===== config.mk =====
export PLATFORM = sky130hd
export DESIGN_NAME = tiny_io_scheduler_flat
export DESIGN_NICKNAME = d
export VERILOG_FILES = /design/src/rtl/tiny_io_scheduler_if.sv /design/src/rtl/tiny_io_scheduler.sv /design/src/flat_wrapper.sv
export SDC_FILE = /design/constraint.sdc
export NUM_CORES = 1
export LEC_CHECK = 0
export CORE_AREA = 3 3 266 268
export CTS_CLUSTER_SIZE = 8
export DETAILED_ROUTE_END_ITERATION = 7
export DIE_AREA = 0 0 269 271
export HOLD_SLACK_MARGIN = 0.03
export PLACE_DENSITY_LB_ADDON = 0.25
export SYNTH_ARGS = -nofsm -noshare
export SYNTH_HDL_FRONTEND = slang
export SYNTH_SLANG_ARGS = --single-unit

===== constraint.sdc =====
create_clock -name wb_clk_i -period 7.24 [get_ports wb_clk_i]
set_clock_uncertainty 0.15 [all_clocks]
set_input_delay 0.724 -clock wb_clk_i [delete_from_list [all_inputs] [get_ports wb_clk_i]]
set_output_delay 0.724 -clock wb_clk_i [all_outputs]
set_load 0.1 [all_outputs]

===== src/rtl/tiny_io_scheduler_if.sv =====
// Wishbone classic slave bundle for the tiny I/O scheduler register file.
// Signal names keep the Caravel wbs_* suffixes so the wrapper wiring stays obvious.
interface tiny_io_scheduler_if;
   logic        wbs_cyc_i;
   logic        wbs_stb_i;
   logic        wbs_we_i;
   logic [31:0] wbs_adr_i;
   logic [31:0] wbs_dat_i;
   logic [3:0]  wbs_sel_i;
   logic        wbs_ack_o;
   logic [31:0] wbs_dat_o;

   modport master (
      output wbs_cyc_i, wbs_stb_i, wbs_we_i, wbs_adr_i, wbs_dat_i, wbs_sel_i,
      input  wbs_ack_o, wbs_dat_o
   );

   modport slave (
      input  wbs_cyc_i, wbs_stb_i, wbs_we_i, wbs_adr_i, wbs_dat_i, wbs_sel_i,
      output wbs_ack_o, wbs_dat_o
   );
endinterface


===== src/rtl/tiny_io_scheduler.sv =====
// Time-shares the user pads among N_PROJ tiny projects; every switch runs
// isolate -> reset -> run so pads never see two drivers and projects start clean.
module tiny_io_scheduler #(
   parameter int N_PROJ  = 4,
   parameter int IO_W    = 38,
   parameter int GUARD   = 4,
   parameter int RST_CYC = 8
) (
   input  logic                   wb_clk_i,
   input  logic                   wb_rst_ni,
   tiny_io_scheduler_if.slave     wb,
   input  logic [IO_W-1:0]        io_in,
   output logic [IO_W-1:0]        io_out,
   output logic [IO_W-1:0]        io_oeb,
   output logic [N_PROJ*IO_W-1:0] prj_io_in,
   input  logic [N_PROJ*IO_W-1:0] prj_io_out,
   input  logic [N_PROJ*IO_W-1:0] prj_io_oeb,
   output logic [N_PROJ-1:0]      prj_ena,
   output logic [N_PROJ-1:0]      prj_rst_n,
   output logic                   user_irq
);

   typedef enum logic [1:0] {
      ST_ISOLATE = 2'd0,
      ST_RESET   = 2'd1,
      ST_RUN     = 2'd2
   } state_t;

   localparam int CNT_MAX = (GUARD > RST_CYC) ? GUARD : RST_CYC;
   localparam int CW      = $clog2(CNT_MAX + 1);

   state_t        state, state_n;
   logic [CW-1:0] cnt, cnt_n;
   logic [3:0]    target, target_n;
   logic [3:0]    active, active_n;
   logic [31:0]   dwell_cnt, dwell_cnt_n;
   logic          irq_n;

   logic [3:0]    sel_r;
   logic          auto_r;
   logic [31:0]   dwell_r;

   logic          wb_req, wr_en, sel_ok, ctrl_switch, dwell_wr;
   logic [1:0]    idx;
   logic [31:0]   rd_data;
   logic [4:0]    rr_inc;
   logic [3:0]    rr_next;
   logic          unused_adr;

   assign unused_adr  = ^{wb.wbs_adr_i[31:4], wb.wbs_adr_i[1:0]};
   assign idx         = wb.wbs_adr_i[3:2];
   // Ack toggles off for a cycle after every beat, so a held strobe acks every other cycle.
   assign wb_req      = wb.wbs_cyc_i & wb.wbs_stb_i & ~wb.wbs_ack_o;
   assign wr_en       = wb_req & wb.wbs_we_i;
   assign sel_ok      = ({1'b0, wb.wbs_dat_i[3:0]} < 5'(N_PROJ));
   assign ctrl_switch = wr_en && (idx == 2'd0) && wb.wbs_sel_i[0] && sel_ok;
   assign dwell_wr    = wr_en && (idx == 2'd1);
   assign rr_inc      = {1'b0, active} + 5'd1;
   assign rr_next     = (rr_inc == 5'(N_PROJ)) ? 4'd0 : rr_inc[3:0];

   always_comb begin
      rd_data = '0;
      case (idx)
         2'd0:    rd_data = {23'd0, auto_r, 4'd0, sel_r};
         2'd1:    rd_data = dwell_r;
         2'd2:    rd_data = {25'd0, (state != ST_RUN), state, active};
         default: rd_data = '0;
      endcase
   end

   // NOTE: every variable gets a default before the case so no path leaves it unassigned (no latch).
   always_comb begin
      state_n     = state;
      cnt_n       = cnt;
      target_n    = target;
      active_n    = active;
      dwell_cnt_n = dwell_cnt;
      irq_n       = 1'b0;
      case (state)
         ST_ISOLATE: begin
            if (cnt == CW'(GUARD - 1)) begin
               state_n  = ST_RESET;
               cnt_n    = '0;
               active_n = target;
            end else begin
               cnt_n = cnt + 1'b1;
            end
         end
         ST_RESET: begin
            if (cnt == CW'(RST_CYC - 1)) begin
               state_n     = ST_RUN;
               cnt_n       = '0;
               dwell_cnt_n = '0;
               irq_n       = 1'b1;
            end else begin
               cnt_n = cnt + 1'b1;
            end
         end
         ST_RUN: begin
            if (auto_r && (dwell_r != 32'd0)) begin
               if (dwell_cnt == dwell_r - 32'd1) begin
                  state_n     = ST_ISOLATE;
                  cnt_n       = '0;
                  target_n    = rr_next;
                  dwell_cnt_n = '0;
               end else begin
                  dwell_cnt_n = dwell_cnt + 32'd1;
               end
            end else begin
               dwell_cnt_n = '0;
            end
         end
         default: begin
            state_n = ST_ISOLATE;
            cnt_n   = '0;
         end
      endcase
      if (dwell_wr) dwell_cnt_n = '0;
      // A host write outranks a same-cycle dwell expiry.
      if (ctrl_switch) begin
         state_n     = ST_ISOLATE;
         cnt_n       = '0;
         target_n    = wb.wbs_dat_i[3:0];
         dwell_cnt_n = '0;
         irq_n       = 1'b0;
      end
   end

   // NOTE: sequential state uses non-blocking assignments so all registers update together at the edge.
   always_ff @(posedge wb_clk_i or negedge wb_rst_ni) begin
      if (!wb_rst_ni) begin
         state        <= ST_ISOLATE;
         cnt          <= '0;
         target       <= '0;
         active       <= '0;
         dwell_cnt    <= '0;
         user_irq     <= 1'b0;
         sel_r        <= '0;
         auto_r       <= 1'b0;
         dwell_r      <= '0;
         wb.wbs_ack_o <= 1'b0;
         wb.wbs_dat_o <= '0;
      end else begin
         state        <= state_n;
         cnt          <= cnt_n;
         target       <= target_n;
         active       <= active_n;
         dwell_cnt    <= dwell_cnt_n;
         user_irq     <= irq_n;
         wb.wbs_ack_o <= wb_req;
         wb.wbs_dat_o <= (wb_req && !wb.wbs_we_i) ? rd_data : 32'd0;
         if (wr_en && (idx == 2'd0)) begin
            if (wb.wbs_sel_i[0] && sel_ok) sel_r  <= wb.wbs_dat_i[3:0];
            if (wb.wbs_sel_i[1])           auto_r <= wb.wbs_dat_i[8];
         end
         for (int b = 0; b < 4; b++) begin
            if (dwell_wr && wb.wbs_sel_i[b]) dwell_r[8*b +: 8] <= wb.wbs_dat_i[8*b +: 8];
         end
      end
   end

   // Pad mux is purely combinational from registered state; outside RUN pads are inputs.
   always_comb begin
      io_out    = '0;
      io_oeb    = '1;
      prj_io_in = '0;
      prj_ena   = '0;
      prj_rst_n = '0;
      for (int k = 0; k < N_PROJ; k++) begin
         if (active == 4'(k)) begin
            prj_ena[k] = (state != ST_ISOLATE);
            if (state == ST_RUN) begin
               prj_rst_n[k]                = 1'b1;
               io_out                      = prj_io_out[k*IO_W +: IO_W];
               io_oeb                      = prj_io_oeb[k*IO_W +: IO_W];
               prj_io_in[k*IO_W +: IO_W]   = io_in;
            end
         end
      end
   end

endmodule


===== src/flat_wrapper.sv =====
// flat-port wrapper written by rule: the top's interface ports become plain ports
module tiny_io_scheduler_flat 
#(
   parameter int N_PROJ  = 4,
   parameter int IO_W    = 38,
   parameter int GUARD   = 4,
   parameter int RST_CYC = 8
)
  (wb_clk_i, wb_rst_ni, io_in, io_out, io_oeb, prj_io_in, prj_io_out, prj_io_oeb, prj_ena, prj_rst_n, user_irq, wb_wbs_cyc_i, wb_wbs_stb_i, wb_wbs_we_i, wb_wbs_adr_i, wb_wbs_dat_i, wb_wbs_sel_i, wb_wbs_ack_o, wb_wbs_dat_o);
  tiny_io_scheduler_if wb_i ();
  input  logic wb_clk_i;
  input  logic wb_rst_ni;
  input  logic [IO_W-1:0] io_in;
  output logic [IO_W-1:0] io_out;
  output logic [IO_W-1:0] io_oeb;
  output logic [N_PROJ*IO_W-1:0] prj_io_in;
  input  logic [N_PROJ*IO_W-1:0] prj_io_out;
  input  logic [N_PROJ*IO_W-1:0] prj_io_oeb;
  output logic [N_PROJ-1:0] prj_ena;
  output logic [N_PROJ-1:0] prj_rst_n;
  output logic user_irq;
  input wire logic [$bits(wb_i.wbs_cyc_i)-1:0] wb_wbs_cyc_i;
  input wire logic [$bits(wb_i.wbs_stb_i)-1:0] wb_wbs_stb_i;
  input wire logic [$bits(wb_i.wbs_we_i)-1:0] wb_wbs_we_i;
  input wire logic [$bits(wb_i.wbs_adr_i)-1:0] wb_wbs_adr_i;
  input wire logic [$bits(wb_i.wbs_dat_i)-1:0] wb_wbs_dat_i;
  input wire logic [$bits(wb_i.wbs_sel_i)-1:0] wb_wbs_sel_i;
  output wire logic [$bits(wb_i.wbs_ack_o)-1:0] wb_wbs_ack_o;
  output wire logic [$bits(wb_i.wbs_dat_o)-1:0] wb_wbs_dat_o;
  assign wb_i.wbs_cyc_i = wb_wbs_cyc_i;
  assign wb_i.wbs_stb_i = wb_wbs_stb_i;
  assign wb_i.wbs_we_i = wb_wbs_we_i;
  assign wb_i.wbs_adr_i = wb_wbs_adr_i;
  assign wb_i.wbs_dat_i = wb_wbs_dat_i;
  assign wb_i.wbs_sel_i = wb_wbs_sel_i;
  assign wb_wbs_ack_o = wb_i.wbs_ack_o;
  assign wb_wbs_dat_o = wb_i.wbs_dat_o;
  tiny_io_scheduler #(.N_PROJ(N_PROJ), .IO_W(IO_W), .GUARD(GUARD), .RST_CYC(RST_CYC)) u_core (.wb_clk_i(wb_clk_i), .wb_rst_ni(wb_rst_ni), .wb(wb_i), .io_in(io_in), .io_out(io_out), .io_oeb(io_oeb), .prj_io_in(prj_io_in), .prj_io_out(prj_io_out), .prj_io_oeb(prj_io_oeb), .prj_ena(prj_ena), .prj_rst_n(prj_rst_n), .user_irq(user_irq));
endmodule

# --- Word level (Yosys, flattened, before mapping) ---
# Cells that the tools add are included.
# Widths: inputs -> output; s select.
totals:
  ff_bits: 117
  inputBits: 415
  out_inout_bits: 270
  word_cells: 126
op_classes:
  add_sub_neg: 4
  order_cmp: 1
  eq_ne: 17
  muxes: 58
  n_bitwise: 4
  n_reduce_logical: 28
ops:
  columns: ["op", "count"]
  rows:
  - ["$mux 38", 21]
  - ["$mux 32", 6]
  - ["$pmux 32 s3", 1]
  - ["$pmux 32 s2", 1]
  - ["$mux 4", 10]
  - ["$add 32x1->32 const B", 1]
  - ["$eq 32x32->1", 1]
  - ["$reduce_bool 32->1", 1]
  - ["$sub 32x1->32 const B", 1]
  - ["$eq 4x2->1 const B", 3]
  - ["$mux 1", 12]
  - ["$ne 3x1->1 const B", 4]
  - ["$pmux 4 s3", 1]
  - ["$logic_and 1x1->1", 11]
  - ["$mux 2", 5]
  - ["$reduce_and 2->1", 5]
  - ["$reduce_bool 2->1", 4]
  - ["$pmux 2 s3", 1]
  - ["$add 4x1->5 const B", 1]
  - ["$eq 5x3->1 const B", 1]
  - ["$add 4x1->4 const B", 1]
  - ["$eq 2x1->1 const B", 2]
  - ["$eq 2x2->1 const B", 2]
  - ["$eq 4x1->1 const B", 1]
  - ["other kinds (12)", 15]

# --- Longest topological paths before layout ---
# Gate-level depths: netlist of run 1.
depth:
  ltp_word: 9
  mapped_depth: 13
  ltp_nobuf: 11

# --- Worst setup path before layout of run 1 ---
# Ideal clock, no wire load.
synth_path:
  path_kind: "register to output"
  start: "register u_core.active[3]"
  end: "output io_out[35]"
  arrival_ns: 3.974
  required_time_ns: 6.366
  path_slack_ns: 2.392
  path_stages_with_launch: 10
  n_path_buf: 3
  path_cell_list: "dfrtp_1 -> clkbuf_1 -> nor2_1 -> and3_1 -> nor2b_1 -> clkbuf_1 -> clkbuf_1 -> a221o_1 -> o21ai_0 -> o21ai_0"
synth_via:
  elab_chain_cells: 8
  elab_cells_between_ends: 11
  cone_classes: "eq/ne (3); mux (7); reduce/logical (1)"
synth_lines:
  columns: ["item", "line_no", "source"]
  rows:
  - ["start: declaration", "tiny_io_scheduler.sv:35", "logic [3:0] active, active_n;"]
  - ["start signal: assignment", "tiny_io_scheduler.sv:147", "active <= active_n;"]
  - ["$logic_not 4->1", "tiny_io_scheduler.sv:170", "if (active == 4'(k)) begin"]
  - ["$mux 38", "tiny_io_scheduler.sv:170", null]
  - ["$mux 38", "tiny_io_scheduler.sv:172", "if (state == ST_RUN) begin"]
  - ["$mux 38", "tiny_io_scheduler.sv:170", null]
  - ["$mux 38", "tiny_io_scheduler.sv:172", null]
  - ["$mux 38", "tiny_io_scheduler.sv:170", null]
  - ["$mux 38", "tiny_io_scheduler.sv:172", null]
  - ["$mux 38 (*)", "tiny_io_scheduler.sv:170", null]
  - ["end: declaration", "flat_wrapper.sv:14", "output logic [IO_W-1:0] io_out;"]
# Every way passes the cells marked *; elsewhere a longest branch is shown, timed or not.

# --- Worst setup path after layout of run 1 ---
layout_path:
  start: "register u_core.state[0]"
  end: "output io_out[4]"
layout_via:
  elab_chain_cells: 9
layout_lines:
  columns: ["item", "line_no", "source"]
  rows:
  - ["start: declaration", "tiny_io_scheduler.sv:32", "state_t state, state_n;"]
  - ["start signal: assignment", "tiny_io_scheduler.sv:144", "state <= state_n;"]
  - ["$eq 2x2->1 (*)", "tiny_io_scheduler.sv:172", null]
  - ["$mux 38", "tiny_io_scheduler.sv:172", null]
  - ["$mux 38", "tiny_io_scheduler.sv:170", null]
  - ["$mux 38", "tiny_io_scheduler.sv:172", null]
  - ["$mux 38", "tiny_io_scheduler.sv:170", null]
  - ["$mux 38", "tiny_io_scheduler.sv:172", null]
  - ["$mux 38", "tiny_io_scheduler.sv:170", null]
  - ["$mux 38", "tiny_io_scheduler.sv:172", null]
  - ["$mux 38 (*)", "tiny_io_scheduler.sv:170", null]
# Marked as above.

==> flow_summary.toml, run 1 <==
[cts]
cts_setup_buffers = 0
hold_buffers = 0
cts_resized = 0
cts_buffer_depth = 2
cts-root-buf = "clkbuf_16"
insertion_delay_ns = 0.42
cts_inserted_buffers = 17
tritoncts = "done"
path_clk_slew_ns = 0.07
htree_levels = 4
cts.sinks = 117

[yosys]
avgSynthCellArea_um2 = 7.89
async_reset_ff_share_pct = 100
synth-main-ff-cell = "dfrtp_1"
synth_warnings = 0
ys_types = 62
ys_seq_area_share_pct = 30.9
netlist.area_leader.share_pct = 30.9
synth_most_common_cell = "and2_1"
ys_ff_latch = 117
syn_inst = 1202
synthTopCellsByCount = "and2_1, nand2_1, dfrtp_1"
synth_top_area_cell = "dfrtp_1"
synth_edf_count = 0
synth.area.top_cells = "dfrtp_1, and2_1, nand2_1"
syn_nets = 1627
syn_area_mm2 = 0.00949

[setup_path]
cp-start-kind = "flip-flop"
cp_data_arrival_time_ns = 4.99
crit_fanout = 41
r2r_start = "u_core.dwell_r[0]"
critical_path_class = "flip-flop to primary output"
cp.required_ns = 6.37
crit_path_end_kind = "primary output"
path_cells = "inv_1, ha_1, and3_1, buf_4, nor2b_4, buf_4, a221o_1, o21ai_0, o21ai_0, clkdlybuf4s50_1"
critPathBufInv = 4
cpPeakStageDelay_ns = 1.22
cpMaxStageDelayCell = "clkdlybuf4s50_1"
crit_path_start = "u_core.state[0]"
cp_top_family = "buffers and inverters"

[global_route]
grt_max_degree = 75
grt_overflow = 0
antenna_found_initial = 38
globalRouteTotalUtil_pct = 18.3
grt_first_pass_wirelength_um = 93800
grt_pass1_vias = 12100

[layout]
area_growth_pct = 85.8
layout-drive-gt1-share_pct = 7.51
stdcell_count = 2757
nets = 2223
n_fill_cell = 7401

[drt]
first_pass_iters = 5
dr_wl_met3_um = 5440
ant_nets = 0
drc_errors = 0
via_count = 11800
avgRoutedWirePerCell_um = 25.5
wl_met1_um = 28800
viasPerCell = 4.30
routed_wirelength_um = 70400
drt_iter0_markers = 748
route.met2.wl_um = 33400
highest_layer = "met5"

[die]
coreArea_mm2 = 0.0686
dieArea_mm2 = 0.0729
die_y_um = 271
boundaryPins = 685
start_util_pct = 13.8
chipWidth_um = 269
rows = 96

[place]
dp_hpwl_um = 59000
gp_congestion = 0.883
io_buffer_count = 654
post-place-ws_ns = 1.74
placed_cells = 2710

[sta]
fmax_ghz = 0.171
worst_slew_pin_slew_ns = 1.20
min_period_over_period_pct = 81.0
setup_viol = 0
finalCriticalPeriod_ns = 5.87
drv_slew = 0
rsz0062_at_grt = "false"
hold_viol = 0
layout_setup_ws_ns = 1.37
slew_headroom_pct = 20.0
fin_setup_tns_ns = 0

[pwr]
p_sw_share_pct = 42.7
clkPwrFrac_pct = 28.9
ir_drop_uv = 151
combPwrFrac_pct = 43.9
p_leak_uw = 0.00682
p_seq_share_pct = 27.2
p_int_uw = 1760
p_switching_uw = 1310
powerDensity_mw_per_mm2 = 174

[job]
maxCapViolCount = 0

[run_status]
status = "completed"

[hold_path]
hold_path_class = "primary input to async pin"
## power groups by stage
stage / clock (uW) / sequential (uW) / combinational (uW)
final: 884 / 834 / 1350
after detailed placement: 0 / 845 / 1350
after floorplan: 0 / 801 / 814
after global placement: 0 / 842 / 1330
after global routing: 935 / 846 / 1440
after CTS: 912 / 833 / 1360
## layout by cell type (no fill, tap or decap), drive strengths merged, types with 32 or more instances in the layout
master         instances
mux2                  35
a31oi                 39
nor2                  78
clkdlybuf4s50        639
o21ai                101
nand3                 47
and2                 145
dfrtp                117
inv                   32
o221ai                39
and3                  50
nand2                136
buf                   38
a221o                 42
## per-stage QoR
stage	power (uW)	hold slack, ns	utilization [%]	area [um2]
2_1_floorplan	1610	0.278	-	9490
3_3_place_gp	2170	0.314	24.8	17000
3_5_place_dp	2190	0.317	24.8	17000
4_1_cts	3100	0.254	25.6	17600
5_1_grt	3220	0.283	25.7	17600
6_report	3060	0.234	25.7	17600
## registers in the layout (all words and copies together) (netlist names)
name,flops
u_core.auto_r,1
u_core.wb.wbs_dat_o,32
u_core.target,4
u_core.dwell_r,32
u_core.wb.wbs_ack_o,1
u_core.dwell_cnt,32
u_core.cnt,4
u_core.active,4
u_core.sel_r,4
u_core.state,2
u_core.user_irq,1
## path summary, 6_finish.rpt
| kind | slack [ns] | endpoint | cells after the start |
|---|---|---|---|
| worst min-delay path | 0.23 | u_core.wb.wbs_dat_o[30] | 1 |
| min in group wb_clk_i | 0.33 | u_core.sel_r[1] | 2 |
| max in group asynchronous | 5.37 | u_core.dwell_cnt[27] | 2 |
| worst min register to register | 0.33 | u_core.sel_r[1] | 2 |
| worst max register to register | 2.53 | u_core.target[2] | 11 |
| worst max-delay path | 1.37 | io_out[4] | 10 |
## cells by family (layout without fill, tap and decap cells)
group / count (synthesis) / after routing / share of synthesized area [%]
other: 0 / 15 / 0
AO/OA/AOI/OAI: 286 / 286 / 21.0
flip-flops: 117 / 117 / 30.9
adder cells (fa/ha/maj): 11 / 11 / 1.42
multiplexers: 49 / 49 / 5.63
AND/OR/NAND/NOR: 566 / 566 / 31.7
XOR/XNOR: 47 / 47 / 4.34
buffers and inverters: 126 / 735 / 5.01
## worst register-to-register path, cell delays in order (launching register included)
cell and delay (ns):
dfrtp_1 0.47, inv_1 0.11, ha_1 0.26, nor4b_1 0.64
nand4_1 0.36, nor4_1 0.34, mux2i_1 0.16, or3b_2 0.48
nor4_1 0.87, nand4_1 0.43, mux2i_1 0.26, nor2_1 0.05
## routing by layer
layer / GRT usage [%] / vias to the layer above
met2: 30.4 / 487
met5: 0 / -
li1: - / 5557
met1: 22.0 / 5683
met4: 8.25 / 26
met3: 4.89 / 95
## area by class of cell
class                   count  area, um2  area share (%)
clock inverters            15        169           0.958
clock buffers              17        425            2.41
well taps                 931       1160            6.61
multi-input cells         959       6120            34.7
diodes                     15       37.5           0.213
repair buffers            677       6680            37.9
inverters                  26        100           0.568
flip-flops and latches    117       2930            16.6
No activity file was read; power rests on OpenSTA's default activity.
==> run 2, diff against run 1 <==
CORE_AREA = 3 3 265 267   (was 3 3 266 268)
DIE_AREA = 0 0 268 270   (was 0 0 269 271)
clock period = 5.9 ns   (was 7.24 ns; I/O delays follow)
==> run 2 against run 1 <==
Final cell count down 1.8%. Count of clock-buffer cells in the layout unchanged. Worst hold slack worse by 0.19 ns. Worst setup slack worse by 0.54 ns. Sequential cell count unchanged. Combinational power up 23%. Register-to-register slack worse by 1.4 ns. Core utilization down 0.22 points. Critical path depth up 1. Sequential share of layout area up 0.21 points. Power up 24%. Clock power up 28%. Highest routed layer unchanged.
==> flow_summary.toml, run 2 (same netlist as run 1, synthesis figures left out) <==
[layout]
multiInputGateArea_mm2 = 0.00613
fin_util_pct = 25.5
area_growth_pct = 83.6
regArea_mm2 = 0.00293
layout-drive-gt1-share_pct = 12.1
reg.largest.list = "u_core.dwell_cnt x32, u_core.dwell_r x32, u_core.wb.wbs_dat_o x32"
n_fill_cell = 7376
final_cell_mix = "clkdlybuf4s50_1, and2_1, nand2_1"
final_common_cell = "clkdlybuf4s50_1"
nets = 2223

[cts]
cts_buffer_depth = 2
insertion_delay_ns = 0.42
cts_resized = 0
cts.sinks = 117
cts_inserted_buffers = 17
tritoncts = "done"
cts-root-buf = "clkbuf_16"
hold_buffers = 0
htree_levels = 4
cts_setup_buffers = 0
path_clk_slew_ns = 0.06

[place]
dp_hpwl_um = 58200
io_buffer_count = 654
gp_congestion = 0.859

[run_status]
status = "completed"

[sta]
hold_viol = 0
finalCriticalPeriod_ns = 5.06
setup_viol = 0
worst_slew_pin_slew_ns = 1.19
min_period_over_period_pct = 85.8
slew_headroom_pct = 20.6
rsz0062_at_grt = "false"
fmax_ghz = 0.198
drv_slew = 0
fin_setup_tns_ns = 0

[setup_path]
crit_fanout = 56
cp-start-kind = "flip-flop"
cp.required_ns = 5.16
crit_path_end_kind = "primary output"
critical_path_class = "flip-flop to primary output"
cp_data_arrival_time_ns = 4.32

[drt]
dr_wl_met3_um = 4920
route.met2.wl_um = 32900
highest_layer = "met5"
drt_iter0_markers = 757
routed_wirelength_um = 69900
via_count = 11900
ant_nets = 0
avgRoutedWirePerCell_um = 25.8
first_pass_iters = 5
viasPerCell = 4.42
wl_met1_um = 29900
drc_errors = 0

[job]
maxCapViolCount = 0

[global_route]
grt_max_degree = 78
grt_pass1_vias = 11900
globalRouteTotalUtil_pct = 18.5
antenna_found_initial = 31
grt_first_pass_wirelength_um = 95100
grt_overflow = 0

[die]
chipWidth_um = 268
die_y_um = 270
boundaryPins = 685
rows = 96
start_util_pct = 13.9
coreArea_mm2 = 0.0683
dieArea_mm2 = 0.0724

[hold_path]
hold_path_class = "primary input to async pin"

[pwr]
powerDensity_mw_per_mm2 = 219
p_leak_uw = 0.00694
ir_drop_uv = 192
[run 2: cell count changes in the layout (fill, tap and decap cells not counted), sizes merged]
cell	delta
buf	+83
clkdlybuf4s50	-83
diode	-2
bufinv	+1
clkinv	-1
[run 2: path summary, 6_finish.rpt]
| path | from | to | slack (ns) | depth (start not counted) |
|---|---|---|---|---|
| worst min-delay path | wb_rst_ni | u_core.wb.wbs_dat_o[30] | 0.04 | 1 |
| max in group asynchronous | wb_rst_ni | u_core.dwell_cnt[20] | 4.19 | 2 |
| worst max-delay path | u_core.state[0] | io_out[24] | 0.84 | 11 |
| worst max register to register | u_core.dwell_r[0] | u_core.dwell_cnt[12] | 1.16 | 12 |
| min in group wb_clk_i | u_core.sel_r[2] | u_core.sel_r[2] | 0.34 | 1 |
| worst min register to register | u_core.sel_r[2] | u_core.sel_r[2] | 0.34 | 1 |
[run 2: cell type report]
class / instances / area share [%]
Clock buffer: 17 / 2.44
Sequential cell: 117 / 16.8
Inverter: 26 / 0.575
Antenna cell: 13 / 0.187
Tap cell: 882 / 6.34
Timing Repair Buffer: 677 / 37.3
Clock inverter: 15 / 1.12
Multi-Input combinational cell: 959 / 35.2
[run 2: metrics by stage]
step	cells	area, um2	setup slack (ns)	hold slack, ns	total power [uW]
global placement	2661	16800	1.29	0.310	2680
finish	2706	17400	0.838	0.0402	3810
detailed placement	2661	16800	1.21	0.317	2700
CTS	2693	17400	0.801	0.0471	3860
global route	2701	17400	0.601	0.0860	4010
floorplan	1202	9490	1.19	0.144	1980
[run 2: power breakdown]
group / switching (uW) / internal [uW] / leakage [uW]
Combinational: 1020 / 637 / 0.00507
Clock: 452 / 677 / 0.000297
Sequential: 142 / 879 / 0.00158
Total: 1620 / 2190 / 0.00694
[run 2: worst max-delay path, stage by stage, from the launching register on]
cell and delay [ns]:
dfrtp_1 0.40, inv_1 0.12, ha_1 0.25, inv_1 0.11, nor3_2 0.17, buf_4 0.45, nand2_2 0.12, inv_2 0.76
a221o_1 0.59, o21ai_0 0.30, o21ai_0 0.23, buf_4 0.33
[run 2: layer usage]
metal	vias to the layer above	global-route usage, %
li1	5558	-
met1	5816	23.3
met2	513	30.4
met3	56	4.02
met4	4	7.41
met5	-	0
